$ cat src/rtl/log_fpmul_pkg.sv
// Shared types and helpers for the byte-serial log/exact floating-point multiplier.
package log_fpmul_pkg;

    typedef enum logic [1:0] {
        LOAD,
        CALC,
        SEND
    } state_e;

    localparam int INVALID   = 2;
    localparam int OVERFLOW  = 1;
    localparam int UNDERFLOW = 0;

    function automatic int bias(input int exp_w);
        return (1 << (exp_w - 1)) - 1;
    endfunction

    function automatic int nbytes(input int exp_w, input int man_w);
        return (1 + exp_w + man_w + 7) / 8;
    endfunction

endpackage

$ cat src/rtl/log_fpmul_serial_core.sv
// Combinational FP multiply: Mitchell approximation (mode 0) or truncated exact product (mode 1),
// with subnormal flush-to-zero, IEEE special cases and range flags.
module fpmul_core
    import log_fpmul_pkg::*;
#(
    parameter int EXP_W = 5,
    parameter int MAN_W = 10
) (
    input  logic [EXP_W+MAN_W:0] a_i,
    input  logic [EXP_W+MAN_W:0] b_i,
    input  logic                 mode_i,
    output logic [EXP_W+MAN_W:0] result_o,
    output logic [2:0]           flags_o
);
    localparam int W  = 1 + EXP_W + MAN_W;
    localparam int PW = 2 * MAN_W + 2;
    localparam logic [EXP_W+1:0] BIAS_V = (EXP_W + 2)'(bias(EXP_W));
    localparam logic [EXP_W+1:0] EMAX_V = (EXP_W + 2)'((1 << EXP_W) - 1);
    localparam logic [MAN_W-1:0] QNAN_M = MAN_W'(1) << (MAN_W - 1);
    localparam logic [W-1:0]     QNAN   = {1'b0, {EXP_W{1'b1}}, QNAN_M};

    logic             signA, signB, sign;
    logic [EXP_W-1:0] expA, expB;
    logic [MAN_W-1:0] manA, manB, man;
    logic             zeroA, zeroB, infA, infB, nanA, nanB;
    logic [MAN_W:0]   manSum;
    logic [PW-1:0]    prod;
    logic             carry;
    logic [EXP_W+1:0] expSum;
    logic             unused_prod;

    assign signA = a_i[W-1];
    assign signB = b_i[W-1];
    assign expA  = a_i[W-2 -: EXP_W];
    assign expB  = b_i[W-2 -: EXP_W];
    assign manA  = a_i[MAN_W-1:0];
    assign manB  = b_i[MAN_W-1:0];
    assign sign  = signA ^ signB;

    assign zeroA = (expA == '0);
    assign zeroB = (expB == '0);
    assign infA  = (&expA) && (manA == '0);
    assign infB  = (&expB) && (manB == '0);
    assign nanA  = (&expA) && (manA != '0);
    assign nanB  = (&expB) && (manB != '0);

    // Mitchell adds the fractional log2 parts directly; a carry means the product crossed 2.0.
    assign manSum = {1'b0, manA} + {1'b0, manB};
    assign prod   = PW'({1'b1, manA}) * PW'({1'b1, manB});
    assign carry  = mode_i ? prod[PW-1] : manSum[MAN_W];

    always_comb begin
        man = manSum[MAN_W-1:0];
        if (mode_i) begin
            man = carry ? prod[2*MAN_W:MAN_W+1] : prod[2*MAN_W-1:MAN_W];
        end
    end

    // Two guard bits keep the biased exponent sum unambiguous: MSB set means it went negative.
    assign expSum = {2'b00, expA} + {2'b00, expB} + {{(EXP_W + 1){1'b0}}, carry} - BIAS_V;
    assign unused_prod = ^prod[MAN_W-1:0];

    always_comb begin
        result_o = {sign, expSum[EXP_W-1:0], man};
        flags_o  = '0;
        if (nanA || nanB || (infA && zeroB) || (zeroA && infB)) begin
            result_o         = QNAN;
            flags_o[INVALID] = 1'b1;
        end else if (infA || infB) begin
            result_o = {sign, {EXP_W{1'b1}}, {MAN_W{1'b0}}};
        end else if (zeroA || zeroB) begin
            result_o = {sign, {(W - 1){1'b0}}};
        end else if (expSum[EXP_W+1] || (expSum == '0)) begin
            result_o           = {sign, {(W - 1){1'b0}}};
            flags_o[UNDERFLOW] = 1'b1;
        end else if (expSum >= EMAX_V) begin
            result_o          = {sign, {EXP_W{1'b1}}, {MAN_W{1'b0}}};
            flags_o[OVERFLOW] = 1'b1;
        end
    end

endmodule

$ cat src/rtl/log_fpmul_serial.sv
// Byte-serial wrapper: collects A/B LSB byte first, multiplies in one CALC cycle,
// then streams the result back LSB byte first with flags held for the whole word.
module log_fpmul_serial
    import log_fpmul_pkg::*;
#(
    parameter int EXP_W = 5,
    parameter int MAN_W = 10
) (
    input  logic       clk,
    input  logic       rst_n,
    input  logic       in_valid,
    output logic       in_ready,
    input  logic [7:0] in_a,
    input  logic [7:0] in_b,
    input  logic       mode,
    output logic       out_valid,
    input  logic       out_ready,
    output logic [7:0] out_data,
    output logic [2:0] out_flags
);
    localparam int W     = 1 + EXP_W + MAN_W;
    localparam int NB    = nbytes(EXP_W, MAN_W);
    localparam int IDX_W = (NB > 1) ? $clog2(NB) : 1;
    localparam logic [IDX_W-1:0] LAST_IDX = IDX_W'(NB - 1);

    state_e           state_q, state_d;
    logic [IDX_W-1:0] idx_q, idx_d;
    logic [NB*8-1:0]  aWord_q, aWord_d;
    logic [NB*8-1:0]  bWord_q, bWord_d;
    logic [NB*8-1:0]  res_q, res_d;
    logic             mode_q, mode_d;
    logic [2:0]       flags_q, flags_d;
    logic [W-1:0]     coreRes;
    logic [2:0]       coreFlags;
    logic             unused_words;

    fpmul_core #(
        .EXP_W(EXP_W),
        .MAN_W(MAN_W)
    ) uCore (
        .a_i     (aWord_q[W-1:0]),
        .b_i     (bWord_q[W-1:0]),
        .mode_i  (mode_q),
        .result_o(coreRes),
        .flags_o (coreFlags)
    );

    // Padding bits above W in the last input byte are stored but never used.
    assign unused_words = ^{aWord_q, bWord_q};

    always_ff @(posedge clk) begin
        if (!rst_n) begin
            state_q <= LOAD;
            idx_q   <= '0;
            aWord_q <= '0;
            bWord_q <= '0;
            res_q   <= '0;
            mode_q  <= 1'b0;
            flags_q <= '0;
        end else begin
            state_q <= state_d;
            idx_q   <= idx_d;
            aWord_q <= aWord_d;
            bWord_q <= bWord_d;
            res_q   <= res_d;
            mode_q  <= mode_d;
            flags_q <= flags_d;
        end
    end

    always_comb begin
        state_d   = state_q;
        idx_d     = idx_q;
        aWord_d   = aWord_q;
        bWord_d   = bWord_q;
        res_d     = res_q;
        mode_d    = mode_q;
        flags_d   = flags_q;
        in_ready  = 1'b0;
        out_valid = 1'b0;
        case (state_q)
            LOAD: begin
                in_ready = 1'b1;
                if (in_valid) begin
                    aWord_d[{idx_q, 3'b000} +: 8] = in_a;
                    bWord_d[{idx_q, 3'b000} +: 8] = in_b;
                    if (idx_q == '0) begin
                        mode_d = mode;
                    end
                    if (idx_q == LAST_IDX) begin
                        idx_d   = '0;
                        state_d = CALC;
                    end else begin
                        idx_d = idx_q + 1'b1;
                    end
                end
            end
            CALC: begin
                res_d          = '0;
                res_d[W-1:0]   = coreRes;
                flags_d        = coreFlags;
                state_d        = SEND;
            end
            SEND: begin
                out_valid = 1'b1;
                if (out_ready) begin
                    if (idx_q == LAST_IDX) begin
                        idx_d   = '0;
                        state_d = LOAD;
                    end else begin
                        idx_d = idx_q + 1'b1;
                    end
                end
            end
            default: begin
                state_d = LOAD;
                idx_d   = '0;
            end
        endcase
    end

    // Outputs read as zero outside SEND so idle and reset values match.
    always_comb begin
        out_data  = '0;
        out_flags = '0;
        if (state_q == SEND) begin
            out_data  = res_q[{idx_q, 3'b000} +: 8];
            out_flags = flags_q;
        end
    end

endmodule

$ cat config.mk
export PLATFORM = sky130hd
export DESIGN_NAME = log_fpmul_serial
export DESIGN_NICKNAME = d
export VERILOG_FILES = /design/src/rtl/log_fpmul_pkg.sv /design/src/rtl/log_fpmul_serial_core.sv /design/src/rtl/log_fpmul_serial.sv
export SDC_FILE = /design/constraint.sdc
export NUM_CORES = 1
export LEC_CHECK = 0
export ABC_AREA = 1
export CAP_MARGIN = 0
export CORE_MARGIN = 4
export CORE_UTILIZATION = 25
export DETAILED_ROUTE_END_ITERATION = 10
export SLEW_MARGIN = 40
export SYNTH_ARGS = -nofsm -noshare
export SYNTH_HDL_FRONTEND = slang
export SYNTH_SLANG_ARGS = --single-unit
$ cat constraint.sdc
create_clock -name clk -period 7.5 [get_ports clk]
set_clock_uncertainty 0.1 [all_clocks]
set_input_delay 0.75 -clock clk [delete_from_list [all_inputs] [get_ports clk]]
set_output_delay 0.75 -clock clk [all_outputs]
set_load 0.1 [all_outputs]
==> results of run 1 <==
==> worst max-delay path by stage <==
stage / from / to / cells after the start
CTS: aWord_q[2] / res_q[3] / 31
floorplan: aWord_q[1] / res_q[0] / 33
global route: aWord_q[2] / res_q[3] / 31
finish: aWord_q[5] / res_q[6] / 32
global placement: aWord_q[2] / res_q[8] / 31
detailed placement: aWord_q[2] / res_q[3] / 31
==> sequential cells by signal, summed over array words and instances (netlist names) <==
signal / cells
state_q: 2
bWord_q: 16
aWord_q: 16
mode_q: 1
flags_q: 3
idx_q: 1
res_q: 16
==> cell usage in the layout, fill, tap and decap left out, drive strengths merged, types with 5 or more instances in the layout <==
master and instances:
nand4 11, dfxtp 55, nand3 58, buf 21
inv 243, nor2 61, ha 72, o21ai 57
a21oi 87, xor2 10, nor3 11, nand2 280
clkbuf 5, fa 81, clkdlybuf4s50 20, nand3b 5
==> cell families (layout without fill, tap and decap cells) <==
logic type | count (synthesis) | after routing | share of synthesized area (%)
fa+ha+maj | 153 | 153 | 33.8
xor+xnor | 13 | 13 | 1.53
flops | 55 | 55 | 14.7
buf+inv | 282 | 293 | 14.4
simple gates | 431 | 431 | 24.5
compound gates | 157 | 157 | 11.1
==> cell type report <==
type | instances | share of cell area (%)
multi-input combinational | 754 | 63.9
sequential | 55 | 13.5
inverter | 245 | 11.1
tap | 390 | 5.89
timing repair buffer | 41 | 3.93
clock buffer | 5 | 1.51
clock inverter | 2 | 0.166
==> metrics by stage <==
stage                     util, %  setup slack (ps)  power, uW  hold WS (ps)  instance area (sq um)
after floorplan                 -              1170       1190           344                   7470
after global placement       27.7               488       1470           357                   8190
final                        28.0               642       1710           369                   8290
after CTS                    28.0               292       1720           370                   8270
after detailed placement     27.5               336       1470           360                   8130
after global routing         28.0               147       1910           393                   8290
==> power by group through the flow <==
stage                     sequential, uW  clock, uW  combinational (uW)
after detailed placement             430          0                1040
after CTS                            424        237                1060
after global routing                 436        250                1220
after global placement               429          0                1040
after floorplan                      363          0                 826
final                                428        231                1050
==> worst reg2reg max path, delay by kind of cell (launching register included) <==
| kind | cells | cell delay (ps) |
|---|---|---|
| compound gates | 2 | 320 |
| fa+ha+maj | 8 | 3490 |
| buf+inv | 5 | 280 |
| flops | 1 | 420 |
| simple gates | 17 | 2190 |
==> synth_stat cells (all sizes together) <==
| cell | number | area (sq um) |
|---|---|---|
| a31oi | 2 | 12.5 |
| buf | 10 | 51.3 |
| a221oi | 1 | 8.76 |
| a211oi | 1 | 7.51 |
| or2 | 4 | 25.0 |
| ha | 72 | 901 |
| o21bai | 4 | 30.0 |
| nand3b | 5 | 37.5 |
| a21oi | 87 | 447 |
| nand4 | 11 | 68.8 |
| xnor2 | 3 | 26.3 |
| xor2 | 10 | 87.6 |
| a21o | 1 | 7.51 |
| o211a | 1 | 10.0 |
| nor3 | 11 | 66.3 |
| nand2 | 280 | 1070 |
| a21boi | 2 | 15.0 |
| nand3 | 58 | 310 |
| dfxtp | 55 | 1100 |
| clkinv | 2 | 7.51 |
| nor2 | 61 | 239 |
| o22ai | 1 | 6.26 |
| o21ai | 57 | 285 |
| fa | 81 | 1620 |
| clkbuf | 27 | 101 |
| and2 | 1 | 6.26 |
| inv | 243 | 912 |
==> per-layer routing <==
layer / global-route usage [%] / wire (microns) / vias up
met4: 2.75 / 403 / 0
met5: 0 / 0 / -
met3: 1.59 / 713 / 32
li1: - / - / 3361
met1: 16.5 / 9410 / 3085
met2: 20.5 / 9090 / 139
==> what timing repair did <==
action	CTS	global route
endpoints found under the setup margin	0	10
gates resized for setup	0	13
endpoints found under the hold margin	0	0
==> results.toml, run 1 <==
[outcome]
status = "finished clean"

[timing]
rsz0062_at_grt = "no"
hold_viol = 0
period_share_pct = 91.4
fmax_ghz = 0.146
fin_tns_setup_ps = 0
slew_headroom_pct = 47.4
maxSlewViolCount = 0
setup_viol = 0
fin_crit_ps = 6860
tightest_slew_ps = 788

[setup_path]
rr_startpoint = "aWord_q[5]"
cpMaxStageDelayCell = "fa_1"
worstSetupPathType = "register to register"
cpPeakStageDelay_ps = 540
rr_endpoint = "res_q[6]"
critPathBufInv = 5
reg2regPathDepth = 32
reg2reg_slack_ps = 640
end_kind = "register"
crit_top_cell = "nand2_1"
crit_arrival_ps = 6980
cp.required_ps = 7620
worstSetupStartpointType = "register"
crit_family = "adder cells"
path_max_fanout = 12

[route]
dr.pass1.iters = 4
ant_nets = 0
wire_per_inst_microns = 13.1
viasPerCell = 4.43
drc_errors = 0
vias = 6617
drt_iter0_drc = 363
drt_wl_total_microns = 19600

[pwr]
switching_share_pct = 51.4
p_seq_share_pct = 25.1
power_density_mw_per_mm2 = 206
p_leak_uw = 0.00437
vdd.ir_drop.worst_mv = 0.111
clockPowerShare_pct = 13.6
p_int_uw = 829
comb_power_share_pct = 61.3
p_switching_uw = 877

[final_layout]
multi_input_area_sq_mm = 0.00530
nFillCells = 3275
ff_latch_area_sq_mm = 0.00112
area_growth_pct = 11.0
drive_gt1_share_pct = 5.35
layout.nets = 1276
diodes = 0
stdcell_count = 1492

[worst_hold_path]
hp-start = "flags_q[1]"
hold_depth = 2
min_to = "flags_q[1]"
min_path_type = "register to register"

[cts]
cts_tree = "done"
cts_root_buf = "clkbuf_16"
htreeDepth = 2
clk_latency_ps = 300
clockBufferDepth = 2
cts_sinks = 55
path_clk_slew_ps = 70
post-cts-setup-buffers = 0
cts_inserted_buffers = 5
hold_buffers = 0

[synth]
synthCells = 1091
synthesis.area_sq_mm = 0.00747
ys_seq_elements = 55
avgSynthCellArea_sq_um = 6.84
syn_nets = 1265
synthDistinctLibCells = 36
yosys_warnings = 0
yosysSeqAreaShare_pct = 14.7

[global_routing]
antenna_found_initial = 0
grt_start_max_net_pins = 41
grt_pass1_vias = 6687
gr-total-overflow = 0
grtUsageTotal_pct = 12.1
grt_pass1_wl_microns = 33100

[run]
drv_cap = 0

[floorplan]
fp.dieArea_sq_mm = 0.0327
die_h_microns = 181
core_area_sq_mm = 0.0296
die_x_microns = 181
start_util_pct = 25.3
num_rows = 63
io-pin-count = 34

[placed_design]
dp_hpwl_microns = 16400
gp_congestion = 0.935
io_buffers = 33
dpl.cell_count = 1485
(Power assumes the default switching activity.)
==> run 2: changes to the inputs <==
- CAP_MARGIN: 0 -> unset
- clock period: 7.5 -> 8.7 ns (I/O delays scaled with it)
==> results.toml, run 2 (same netlist as run 1, synthesis figures left out) <==
[outcome]
status = "finished clean"

[global_routing]
grt_pass1_wl_microns = 33400
gr-total-overflow = 0
grt_start_max_net_pins = 41
grtUsageTotal_pct = 12.2
antenna_found_initial = 0
grt_pass1_vias = 6688

[route]
drt_wl_total_microns = 19700
drc_errors = 0
vias = 6628
ant_nets = 0
viasPerCell = 4.46
drt_iter0_drc = 416
wire_per_inst_microns = 13.3
dr.pass1.iters = 5

[setup_path]
cp.required_ps = 8820
end_kind = "register"
cpMaxStageDelayCell = "dfxtp_1"
crit_family = "adder cells"
critPathBufInv = 5
crit_top_cell = "nand2_1"
worstSetupPathType = "register to register"
worstSetupStartpointType = "register"
crit_arrival_ps = 7450
path_max_fanout = 13
cpPeakStageDelay_ps = 780

[pwr]
p_leak_uw = 0.00435
power.total_uw = 1500
power_density_mw_per_mm2 = 182
vdd.ir_drop.worst_mv = 0.107

[cts]
cts_tree = "done"
hold_buffers = 0
post-cts-setup-buffers = 0
cts_sinks = 55
cts_root_buf = "clkbuf_16"
htreeDepth = 2
clk_latency_ps = 290
clockBufferDepth = 2
path_clk_slew_ps = 70
cts_inserted_buffers = 5
ctsResizeCount = 0

[timing]
slew_headroom_pct = 50.1
period_share_pct = 84.3
tightest_slew_ps = 748
rsz0062_at_grt = "no"
maxSlewViolCount = 0
fmax_ghz = 0.136
fin_tns_setup_ps = 0
hold_viol = 0
setup_viol = 0
fin_crit_ps = 7330

[final_layout]
reg_top3 = "aWord_q: 16 flops, bWord_q: 16 flops, res_q: 16 flops"
layout_common_cells = "nand2_1 (274), inv_1 (243), a21oi_1 (86)"
stdcell_count = 1487
diodes = 0
layout_commonest_cell = "nand2_1"
drive_gt1_share_pct = 3.74
area_growth_pct = 10.7
final_area_sq_mm = 0.00826
layout.nets = 1270

[floorplan]
io-pin-count = 34
start_util_pct = 25.3
num_rows = 63
core_area_sq_mm = 0.0296
fp.dieArea_sq_mm = 0.0327
die_x_microns = 181
die_h_microns = 181

[worst_hold_path]
min_path_type = "register to register"

[placed_design]
io_buffers = 33
placed_cell_area_sq_mm = 0.00808
gp_congestion = 0.907
dp_hpwl_microns = 16200
dpl.cell_count = 1479

[run]
drv_cap = 0
-- run 2: cell types whose count changed in the layout (fill, tap and decap cells not counted), sizes merged --
| cell | before | now |
|---|---|---|
| bufinv | 0 | 1 |
| inv | 243 | 244 |
| buf | 21 | 15 |
| clkinv | 4 | 2 |
| clkbuf | 5 | 6 |
-- run 2: layout make-up --
| type | instances | area, sq um |
|---|---|---|
| clock inverter | 2 | 38.8 |
| timing repair buffer | 35 | 280 |
| sequential | 55 | 1100 |
| fill | 3238 | 21300 |
| clock buffer | 6 | 139 |
| tap | 390 | 488 |
| inverter | 245 | 920 |
| multi-input combinational | 754 | 5300 |
-- run 2: power by group --
part | switching (uW) | internal (uW) | leakage [uW] | total (uW)
combinational | 572 | 316 | 0.00381 | 888
clock | 93.4 | 145 | 0.0000875 | 238
sequential | 92.1 | 286 | 0.000450 | 378
-- run 2: layer usage --
metal / global-route usage, % / wire, microns / vias to the layer above
met1: 17.4 / 9470 / 3114
met4: 1.91 / 243 / 0
met3: 1.31 / 806 / 18
li1: - / - / 3357
met2: 20.4 / 9230 / 139
met5: 0 / 0 / -
-- run 2: worst paths after layout --
path	cells after the start	slack, ps	from	end
max	31	1370	aWord_q[1]	res_q[3]
min	2	370	res_q[3]	res_q[3]
max reg2reg	31	1370	aWord_q[1]	res_q[3]
min reg2reg	2	370	res_q[3]	res_q[3]
-- run 2: worst min-delay path, stage by stage, from the launching register on --
cell     delay (ps)
dfxtp_1         310
nand2_1          60
a21oi_1          60
-- run 2: stage by stage --
stage / utilization [%] / setup WS [ps] / hold slack, ps
2_1_floorplan: - / 2370 / 344
3_3_place_gp: 27.6 / 1610 / 359
3_5_place_dp: 27.3 / 1450 / 361
4_1_cts: 27.9 / 1420 / 371
5_1_grt: 27.9 / 839 / 393
6_report: 27.9 / 1370 / 371
